<file path="src/rtl/cpu_trace_buffer.sv">
// Execution trace capture: records retired instructions into a circular buffer,
// triggers on a PC match or forced trigger, captures POST_TRIG more entries, then
// drains the frozen trace oldest-first over a valid/ready stream.
// Optional per-entry cycle timestamp (rd_ts port) when TRACE_TIMESTAMP_EN is defined.
module cpu_trace_buffer #(
  parameter  int PC_W      = 8,
  parameter  int DATA_W    = 8,
  parameter  int NREG      = 8,
  parameter  int FLAG_W    = 4,
  parameter  int DEPTH     = 16,
  parameter  int POST_TRIG = 8,
  parameter  int TS_W      = 16,
  localparam int REG_AW    = $clog2(NREG),
  localparam int CNT_W     = $clog2(DEPTH) + 1
) (
  input  logic              clk,
  input  logic              rst,
  input  logic              arm,
  input  logic              abort,
  input  logic [PC_W-1:0]   trig_pc,
  input  logic              trig_force,
  input  logic              ret_valid,
  input  logic [PC_W-1:0]   ret_pc,
  input  logic              ret_we,
  input  logic [REG_AW-1:0] ret_waddr,
  input  logic [DATA_W-1:0] ret_wdata,
  input  logic [FLAG_W-1:0] ret_flags,
  output logic              rd_valid,
  input  logic              rd_ready,
  output logic [PC_W-1:0]   rd_pc,
  output logic              rd_we,
  output logic [REG_AW-1:0] rd_waddr,
  output logic [DATA_W-1:0] rd_wdata,
  output logic [FLAG_W-1:0] rd_flags,
`ifdef TRACE_TIMESTAMP_EN
  output logic [TS_W-1:0]   rd_ts,
`endif
  output logic              rd_last,
  output logic [1:0]        state_o,
  output logic [CNT_W-1:0]  count_o
);

  localparam int PTR_W = $clog2(DEPTH);

  if ((DEPTH < 2) || ((DEPTH & (DEPTH - 1)) != 0)) begin : g_bad_depth
    $error("cpu_trace_buffer: DEPTH must be a power of two and at least 2");
  end
  if ((POST_TRIG < 0) || (POST_TRIG >= DEPTH)) begin : g_bad_post
    $error("cpu_trace_buffer: POST_TRIG must lie in [0, DEPTH)");
  end
  if (TS_W < 1) begin : g_bad_ts
    $error("cpu_trace_buffer: TS_W must be at least 1");
  end

  typedef enum logic [1:0] {
    IDLE  = 2'b00,
    ARMED = 2'b01,
    POST  = 2'b10,
    DONE  = 2'b11
  } state_t;

  typedef struct packed {
    logic [PC_W-1:0]   pc;
    logic              we;
    logic [REG_AW-1:0] waddr;
    logic [DATA_W-1:0] wdata;
    logic [FLAG_W-1:0] flags;
`ifdef TRACE_TIMESTAMP_EN
    logic [TS_W-1:0]   ts;
`endif
  } entry_t;

  state_t             state, state_nxt;
  logic [PTR_W-1:0]   wr_ptr, wr_ptr_nxt;
  logic [PTR_W-1:0]   rd_ptr, rd_ptr_nxt;
  logic [PTR_W-1:0]   post_cnt, post_cnt_nxt;
  logic [CNT_W-1:0]   count, count_nxt;
  logic [CNT_W-1:0]   remaining, remaining_nxt;
  logic               wrapped, wrapped_nxt;
  logic               trig_hit;
  logic               wr_en;
  logic               rd_fire;
  entry_t             entry_in;
  entry_t             rd_entry;
  entry_t             mem [DEPTH];

`ifdef TRACE_TIMESTAMP_EN
  logic [TS_W-1:0]    ts;

  // Free-running only while capturing; frozen in IDLE/DONE, restarted by arm.
  always_ff @(posedge clk) begin
    if (rst)                                ts <= '0;
    else if (state == IDLE && arm && !abort) ts <= '0;
    else if (state == ARMED || state == POST) ts <= ts + 1'b1;
  end
`endif

  assign trig_hit = (ret_valid && (ret_pc == trig_pc)) || trig_force;
  assign wr_en    = ret_valid && !abort && !rst && (state == ARMED || state == POST);
  assign rd_fire  = rd_valid && rd_ready;

  // State register
  always_ff @(posedge clk) begin
    // NOTE: sequential state uses non-blocking assignments so every flop samples pre-edge values.
    if (rst) begin
      state     <= IDLE;
      wr_ptr    <= '0;
      rd_ptr    <= '0;
      post_cnt  <= '0;
      count     <= '0;
      remaining <= '0;
      wrapped   <= 1'b0;
    end else begin
      state     <= state_nxt;
      wr_ptr    <= wr_ptr_nxt;
      rd_ptr    <= rd_ptr_nxt;
      post_cnt  <= post_cnt_nxt;
      count     <= count_nxt;
      remaining <= remaining_nxt;
      wrapped   <= wrapped_nxt;
    end
  end

  // Next-state logic
  always_comb begin
    // NOTE: each combinational result is defaulted first so no path can infer a latch.
    state_nxt = state;
    if (abort) begin
      state_nxt = IDLE;
    end else begin
      unique case (state)
        IDLE:    if (arm) state_nxt = ARMED;
        ARMED:   if (trig_hit) state_nxt = (POST_TRIG == 0) ? DONE : POST;
        POST:    if (ret_valid && post_cnt == PTR_W'(1)) state_nxt = DONE;
        DONE:    if (remaining == '0 || (rd_fire && rd_last)) state_nxt = IDLE;
        default: state_nxt = IDLE;
      endcase
    end
  end

  // Pointer and counter updates
  always_comb begin
    wr_ptr_nxt    = wr_ptr;
    rd_ptr_nxt    = rd_ptr;
    post_cnt_nxt  = post_cnt;
    count_nxt     = count;
    remaining_nxt = remaining;
    wrapped_nxt   = wrapped;
    if (abort) begin
      wr_ptr_nxt    = '0;
      rd_ptr_nxt    = '0;
      post_cnt_nxt  = '0;
      count_nxt     = '0;
      remaining_nxt = '0;
      wrapped_nxt   = 1'b0;
    end else begin
      if (state == IDLE && arm) begin
        wr_ptr_nxt  = '0;
        count_nxt   = '0;
        wrapped_nxt = 1'b0;
      end
      if (wr_en) begin
        wr_ptr_nxt = wr_ptr + 1'b1;
        if (count != CNT_W'(DEPTH)) count_nxt = count + 1'b1;
        if (wr_ptr == PTR_W'(DEPTH - 1)) wrapped_nxt = 1'b1;
      end
      if (state == ARMED && trig_hit) post_cnt_nxt = PTR_W'(POST_TRIG);
      else if (state == POST && ret_valid) post_cnt_nxt = post_cnt - 1'b1;
      // Oldest entry sits at wr_ptr once the buffer has wrapped, else at slot 0.
      if (state != DONE && state_nxt == DONE) begin
        rd_ptr_nxt    = wrapped_nxt ? wr_ptr_nxt : '0;
        remaining_nxt = count_nxt;
      end else if (rd_fire) begin
        rd_ptr_nxt    = rd_ptr + 1'b1;
        remaining_nxt = remaining - 1'b1;
      end
    end
  end

  always_comb begin
    entry_in       = '0;
    entry_in.pc    = ret_pc;
    entry_in.we    = ret_we;
    entry_in.waddr = ret_waddr;
    entry_in.wdata = ret_wdata;
    entry_in.flags = ret_flags;
`ifdef TRACE_TIMESTAMP_EN
    entry_in.ts    = ts;
`endif
  end

  // NOTE: trace storage has no reset; pointers and count alone define which entries are meaningful.
  always_ff @(posedge clk) begin
    if (wr_en) mem[wr_ptr] <= entry_in;
  end

  // Output logic
  always_comb begin
    rd_entry = mem[rd_ptr];
    rd_valid = (state == DONE) && (remaining != '0);
    rd_last  = rd_valid && (remaining == CNT_W'(1));
    rd_pc    = rd_entry.pc;
    rd_we    = rd_entry.we;
    rd_waddr = rd_entry.waddr;
    rd_wdata = rd_entry.wdata;
    rd_flags = rd_entry.flags;
`ifdef TRACE_TIMESTAMP_EN
    rd_ts    = rd_entry.ts;
`endif
    state_o  = state;
    count_o  = count;
  end

endmodule

</file>
<file path="config.mk">
export PLATFORM = sky130hd
export DESIGN_NAME = cpu_trace_buffer
export DESIGN_NICKNAME = d
export VERILOG_FILES = /design/src/rtl/cpu_trace_buffer.sv
export SDC_FILE = /design/constraint.sdc
export NUM_CORES = 1
export LEC_CHECK = 0
export CAP_MARGIN = 20
export CORE_MARGIN = 2
export CORE_UTILIZATION = 35
export CTS_CLUSTER_DIAMETER = 40
export DETAILED_ROUTE_END_ITERATION = 10
export GPL_ROUTABILITY_DRIVEN = 0
export PLACE_DENSITY = 0.56
export SKIP_CTS_REPAIR_TIMING = 1
export SYNTH_ARGS = -nofsm -noshare
export SYNTH_HDL_FRONTEND = slang
export SYNTH_SLANG_ARGS = --single-unit
</file>
<file path="constraint.sdc">
create_clock -name clk -period 7.08 [get_ports clk]
set_clock_uncertainty 0.05 [all_clocks]
set_input_delay 2.124 -clock clk [delete_from_list [all_inputs] [get_ports clk]]
set_output_delay 2.124 -clock clk [all_outputs]
set_load 0.03 [all_outputs]
</file>
; ---- Yosys cells after proc, flatten, opt, wreduce, memory -nomap -nowiden
; Memories as Yosys holds them, arrays and structs flattened. A register that Yosys moved wholly into a read port is not among the register bits.
; Index checks and enable logic that the tools add are counted.
[classes]
n_addsub = 5
n_eq_ne = 10
muxes = 26
reduce_logical = 25
[ops]
columns = op, count
row1 = 4-bit two-way mux, 9
row2 = 5-bit two-way mux, 5
row3 = 1-bit logical AND, 13
row4 = 2-bit two-way mux, 5
row5 = "4-bit by 1-bit adder with 4-bit output, second input constant", 2
row6 = 8-bit == test, 1
row7 = 2-bit case mux with 4 select lines, 1
row8 = "2-bit == test, second input constant", 3
row9 = 1-bit two-way mux, 6
row10 = "5-bit by 1-bit adder with 5-bit output, second input constant", 1
row11 = "5-bit by 1-bit == test with 1-bit output, second input constant", 1
row12 = 5-bit zero test, 1
row13 = "5-bit != test, second input constant", 1
row14 = 5-bit nonzero test, 1
row15 = "5-bit by 1-bit subtractor with 5-bit output, second input constant", 1
row16 = "4-bit by 1-bit == test with 1-bit output, second input constant", 1
row17 = "4-bit == test, second input constant", 1
row18 = 2-bit nonzero test, 2
row19 = "4-bit by 1-bit subtractor with 4-bit output, second input constant", 1
row20 = 1-bit logical OR, 3
row21 = 3-bit OR reduction, 1
row22 = "2-bit by 1-bit == test with 1-bit output, second input constant", 1
row23 = 1-bit zero test, 2
row24 = 2-bit zero test, 1
row25 = 2 further kinds, 2
[word_totals]
reg_bits = 25
mem_bits_rw = 384
inputBits = 39
out_inout_bits = 33
mem_count = 1
[memory_table]
columns = memory, depth, width, rd, rd_clocked_by_memory_dff, write_ports, line_no
row1 = mem, 16, 24, 1, 1, 1, 85  ; entry_t mem [DEPTH];

; ---- Logic depth before layout (Yosys ltp)
; Gate-level depths: netlist (run 1).
[logic_depth]
word_depth = 13
depth_mapped = 9

; ---- Worst setup path before layout (run 1)
; Ideal clock, no wire load.
[synth_path]
path_type = in2reg
startpoint = input abort
endpoint = memory mem[0][0] (netlist name) (enable)
t_arrival_ns = 4.887
required_ns = 6.564
slack_ns = 1.677
stages = 4
n_path_buf = 1
path_cell_list = nor2_1 -> nand3_1 -> clkbuf_1 -> nor4_1
[synth_via]
elab_chain_len = 6
[synth_lines]
columns = item, line_no
row1 = "start, declared", 19  ; input logic abort,
row2 = 1-bit zero test, 99  ; assign wr_en = ret_valid && !abort && !rst && (state == ARMED || state == POST);
row3 = 1-bit logical AND (3 in series), 99
row4 = 1-bit two-way mux, 194  ; if (wr_en) mem[wr_ptr] <= entry_in;
row5 = 1-bit two-way mux (not written as such), 194
row6 = "end, declared", 85
; Every way passes these cells.

==> impl_metrics.ini, run 1 <==
[outcome]
status = complete, no violations

[global_routing]
grt_max_degree = 63
grt_pass1_vias = 8183
grt_remaining_overflow = 0
grtUsageTotal = 0.153
antenna_found_initial = 1
grt_pass1_wl_um = 53200

[pwr]
ir_drop_mv = 0.191
leakagePower_nw = 6.13
p_per_area_nw_per_um2 = 285

[synth]
async_flop_share = 0
synth_cell_types = 50
ys.flop_type = edfxtp_1
synthTopCellsByArea = edfxtp_1 71%, mux4_2 17%, dfxtp_1 3.6%, ha_1 1.3%, xnor2_1 0.70%
syn_area_per_cell_um2 = 21.5
ys_seq_elements = 413
synth_top_area_frac = 0.707
postSynthCellCount = 758
syn-num-nets = 814
yosys.area.top_type = edfxtp_1
synth_area_um2 = 16300
synth_enable_flop_cells = 384
ys_seq_area_frac = 0.742
yosysWarnings = 0

[clocking]
root_buffer = clkbuf_16
cts-htree-levels = 2
cts_buffers = 57
clock_path_buffers = 3
cts_sinks = 413
clk_pin_slew_ns = 0.05
cts_tree = built
clk-insertion-delay-late_ns = 0.59

[floorplanning]
die_h_um = 220
start_util = 0.353
rows = 79
dieArea_um2 = 48400
pin_count = 72
die_w_um = 220
core-area_um2 = 46300

[finish]
stdcell_area_um2 = 19800
utilization = 0.428
syn2layout_area_growth_pct = 21.3
final_common_cell = edfxtp_1
layout_common_cells = 384 x edfxtp_1, 120 x mux4_2, 71 x clkdlybuf4s50_1
num_antenna_cells = 0
num-nets-final = 924
drive_above_1_share = 0.290

[routing]
firstDrtPassIters = 5
antenna_left = 0
drtIter0Drc = 748
vias = 7744
viasPerCell = 5.08
wl_per_cell_um = 23.4
drc_errors = 0
routed_wl_um = 35700

[placement]
place_area_um2 = 17800
dp_hpwl_um = 18800
place_ws_ns = 1.74
port_buffers = 71

[critical_path]
endpoint_kind = output pin
start_kind = flip-flop
r2r_end = mem[14][19]
critPathMaxFanout = 39
reg2regPathDepth = 7
worst_ep_arrival_time_ns = 3.64
worst_ep_required_time_ns = 4.91
r2r_start = state_o[0]
crit_type = reg2out
critical_path.endpoint = rd_we
regToRegSetupSlack_ns = 4.03

[worst_hold_path]
hold_class = reg2reg
hold_start = post_cnt[2]
min_path_cells = 2

[sta]
fin_ws_ns = 1.26
min_period_ns = 5.82
finalHoldViolations = 0
worst_pin_slew_ns = 1.02
fin_tns_setup_ns = 0
slew_violations = 0
max-slew-margin-rel = 0.317
period_share = 0.821
setup_violations = 0
maxClockFrequency_mhz = 172
grt_setup_unrepaired = no

[run]
cap_violations = 0
## state kept, by name (all words and copies together), names as in the netlist, named ones only
name       flops
state_o        2
wrapped        1
wr_ptr         4
post_cnt       4
rd_ptr         4
count_o        5
remaining      5
mem          384
## through the flow
step	hold WS, ns	total power, mW	instances
2_1_floorplan	0.428	2.75	758
3_3_place_gp	0.457	2.82	1414
3_5_place_dp	0.470	2.82	1416
4_1_cts	0.485	5.71	1524
5_1_grt	0.525	5.81	1524
6_report	0.481	5.65	1524
## layer usage
layer | up-vias | wire, um | track usage
met2 | 196 | 17500 | 0.247
met4 | 2 | 628 | 0.0488
met5 | - | 13 | 0
li1 | 3384 | - | -
met1 | 4113 | 15700 | 0.208
met3 | 49 | 1830 | 0.0309
## synthesized netlist by cell type (3+ instances only)
master      n
nor4_1      6
nand3_1     8
nand2b_1    3
xor2_1      6
and3_1      9
dfxtp_1    29
ha_1       17
mux4_2    120
clkbuf_1   11
mux2i_1     8
mux2_2      4
and2_1      6
xnor2_1    13
nand4_1     3
nand2_1    20
o21ai_0     8
edfxtp_1  384
a21oi_1     9
nor2_1     23
buf_6       7
buf_2       9
buf_1       7
inv_1      14
## worst min path at each step
stage                        endpoint  slack, ns
after detailed placement  post_cnt[2]       0.47
after global placement    post_cnt[1]       0.46
final                     post_cnt[2]       0.48
after floorplan           post_cnt[1]       0.43
after CTS                 post_cnt[1]       0.48
after global routing      post_cnt[2]       0.53
## cells by family (layout without fill, tap and decap cells)
group / count (synthesis) / in the layout / share of synthesized area
AO/OA/AOI/OAI: 34 / 34 / 0.0143
buffers and inverters: 50 / 209 / 0.0157
XOR/XNOR: 19 / 19 / 0.0102
adder cells (fa/ha/maj): 17 / 17 / 0.0130
AND/OR/NAND/NOR: 91 / 91 / 0.0295
flip-flops: 413 / 413 / 0.742
multiplexers: 134 / 134 / 0.175
## where the power goes
part | leakage (nW) | total [mW] | switching [mW] | internal (mW)
Sequential | 3.69 | 2.67 | 0.00209 | 2.67
Combinational | 1.52 | 0.0963 | 0.0607 | 0.0356
Clock | 0.924 | 2.88 | 1.09 | 1.79
## layout make-up
cell class                 instances  area [um^2]
clock inverter                    45          518
fill                            4040        26500
tap                              607          759
multi-input combinational        295         4020
timing repair buffer              87          881
sequential                       413        12100
clock buffer                      63         1450
inverter                          14         52.6
## critical path, stage by stage, from the launching register on
cell             delay (ns)
dfxtp_4                0.92
buf_4                  0.46
mux4_2                 0.57
mux4_2                 0.49
clkdlybuf4s50_1        0.60
No activity file was read; power rests on OpenSTA's default activity.
==> inputs of run 2 (changes only) <==
Settings changed: PLACE_DENSITY 0.56 to 0.58.
Clock period 7.08 ns to 4.7 ns, I/O delays scaled along.
==> run 2 against run 1 <==
Critical path depth did not move. Routed wire length fell by 0.33%. Sequential share of layout area fell by 1.1 points. Setup slack got worse by 1.1 ns. Critical path type unchanged. Critical endpoint is now rd_waddr[0]. Largest power group unchanged.
==> impl_metrics.ini, run 2 (same netlist as run 1, synthesis figures left out) <==
[finish]
syn2layout_area_growth_pct = 23.6
stdcell_area_um2 = 20200
num-nets-final = 952
fill_cells = 3954
seq_area_um2 = 12100
drive_above_1_share = 0.315
utilization = 0.436
instances_no_fill = 1554
final_common_cell = edfxtp_1
num_antenna_cells = 0
largest_reg_flops = 384
largest-register = mem
layout_common_cells = 384 x edfxtp_1, 120 x mux4_2, 71 x clkdlybuf4s50_1
multi_input_comb_area_um2 = 4020

[sta]
finalHoldViolations = 0
grt_setup_unrepaired = no
min_period_ns = 4.56
maxClockFrequency_mhz = 219
period_share = 0.970
slew_violations = 0
setup_violations = 0
fin_tns_setup_ns = 0
worst_pin_slew_ns = 0.570
max-slew-margin-rel = 0.620

[routing]
firstDrtPassIters = 6
wl_per_cell_um = 22.9
viasPerCell = 5.06
routed_wl_um = 35600
vias = 7857
antenna_left = 0
drtIter0Drc = 632
drc_errors = 0

[global_routing]
grt_remaining_overflow = 0
antenna_found_initial = 0
grt_pass1_vias = 8348
grtUsageTotal = 0.151
grt_pass1_wl_um = 52500
grt_max_degree = 35

[clocking]
cts_tree = built
root_buffer = clkbuf_16
cts_sinks = 413
clk-insertion-delay-late_ns = 0.60
cts-htree-levels = 2
clk_pin_slew_ns = 0.06
clock_path_buffers = 3
cts_buffers = 59

[worst_hold_path]
hold_class = reg2reg
hold_start = post_cnt[1]

[placement]
place_area_um2 = 18100
dp_hpwl_um = 19300
port_buffers = 71
dp_cells = 1442

[floorplanning]
core-area_um2 = 46300
die_h_um = 220
start_util = 0.353
dieArea_um2 = 48400
rows = 79
die_w_um = 220
pin_count = 72

[pwr]
ir_drop_mv = 0.294
p_per_area_nw_per_um2 = 428
leakagePower_nw = 6.34
power_mw = 8.63

[outcome]
status = complete, no violations

[critical_path]
r2r_start = state_o[0]
worst_ep_arrival_time_ns = 3.10
critPathMaxFanout = 22
endpoint_kind = output pin
start_kind = flip-flop
crit_type = reg2out
worst_ep_required_time_ns = 3.24

[run]
cap_violations = 0
-- run 2: cell types whose count changed in the layout (fill, tap and decap cells not counted), sizes merged --
cell / before / now
bufinv: 8 / 7
clkinv: 20 / 21
buf: 16 / 42
clkbuf: 63 / 65
clkinvlp: 10 / 5
inv: 21 / 28
-- run 2: worst max-delay path, cell delays in order (launching register included) --
cell and delay, ns:
dfxtp_4 0.56, buf_12 0.27, mux4_2 0.53, mux4_2 0.50
clkdlybuf4s50_1 0.62
-- run 2: stage by stage --
stage	hold WS, ns	setup slack, ns
3_3_place_gp	0.456	0.660
6_report	0.487	0.140
5_1_grt	0.518	0.000646
3_5_place_dp	0.466	0.666
4_1_cts	0.498	0.0145
2_1_floorplan	0.428	0.0109
-- run 2: final cells by class --
cell class | instances | share of cell area
Tap cell | 607 | 0.0377
Clock inverter | 47 | 0.0271
Timing Repair Buffer | 113 | 0.0579
Sequential cell | 413 | 0.601
Clock buffer | 65 | 0.0743
Multi-Input combinational cell | 295 | 0.199
Inverter | 14 | 0.00261
-- run 2: worst paths after layout --
check	to	slack (ns)	cells past startpoint
setup / recovery	rd_waddr[0]	0.14	4
hold / removal	post_cnt[1]	0.49	2
setup reg to reg	mem[6][8]	1.82	8
hold reg to reg	post_cnt[1]	0.49	2
-- run 2: power breakdown --
part | total (mW) | internal [mW] | switching (mW)
logic | 0.151 | 0.0602 | 0.0913
registers | 4.02 | 4.02 | 0.00347
clock network | 4.46 | 2.74 | 1.71
-- run 2: routing by layer --
| layer | global-route usage | vias to the layer above | part of all wire |
|---|---|---|---|
| met2 | 0.244 | 217 | 0.48 |
| met3 | 0.0327 | 56 | 0.052 |
| met4 | 0.0407 | 0 | 0.020 |
| met5 | 0 | - | 0 |
| met1 | 0.206 | 4139 | 0.45 |
| li1 | - | 3445 | - |
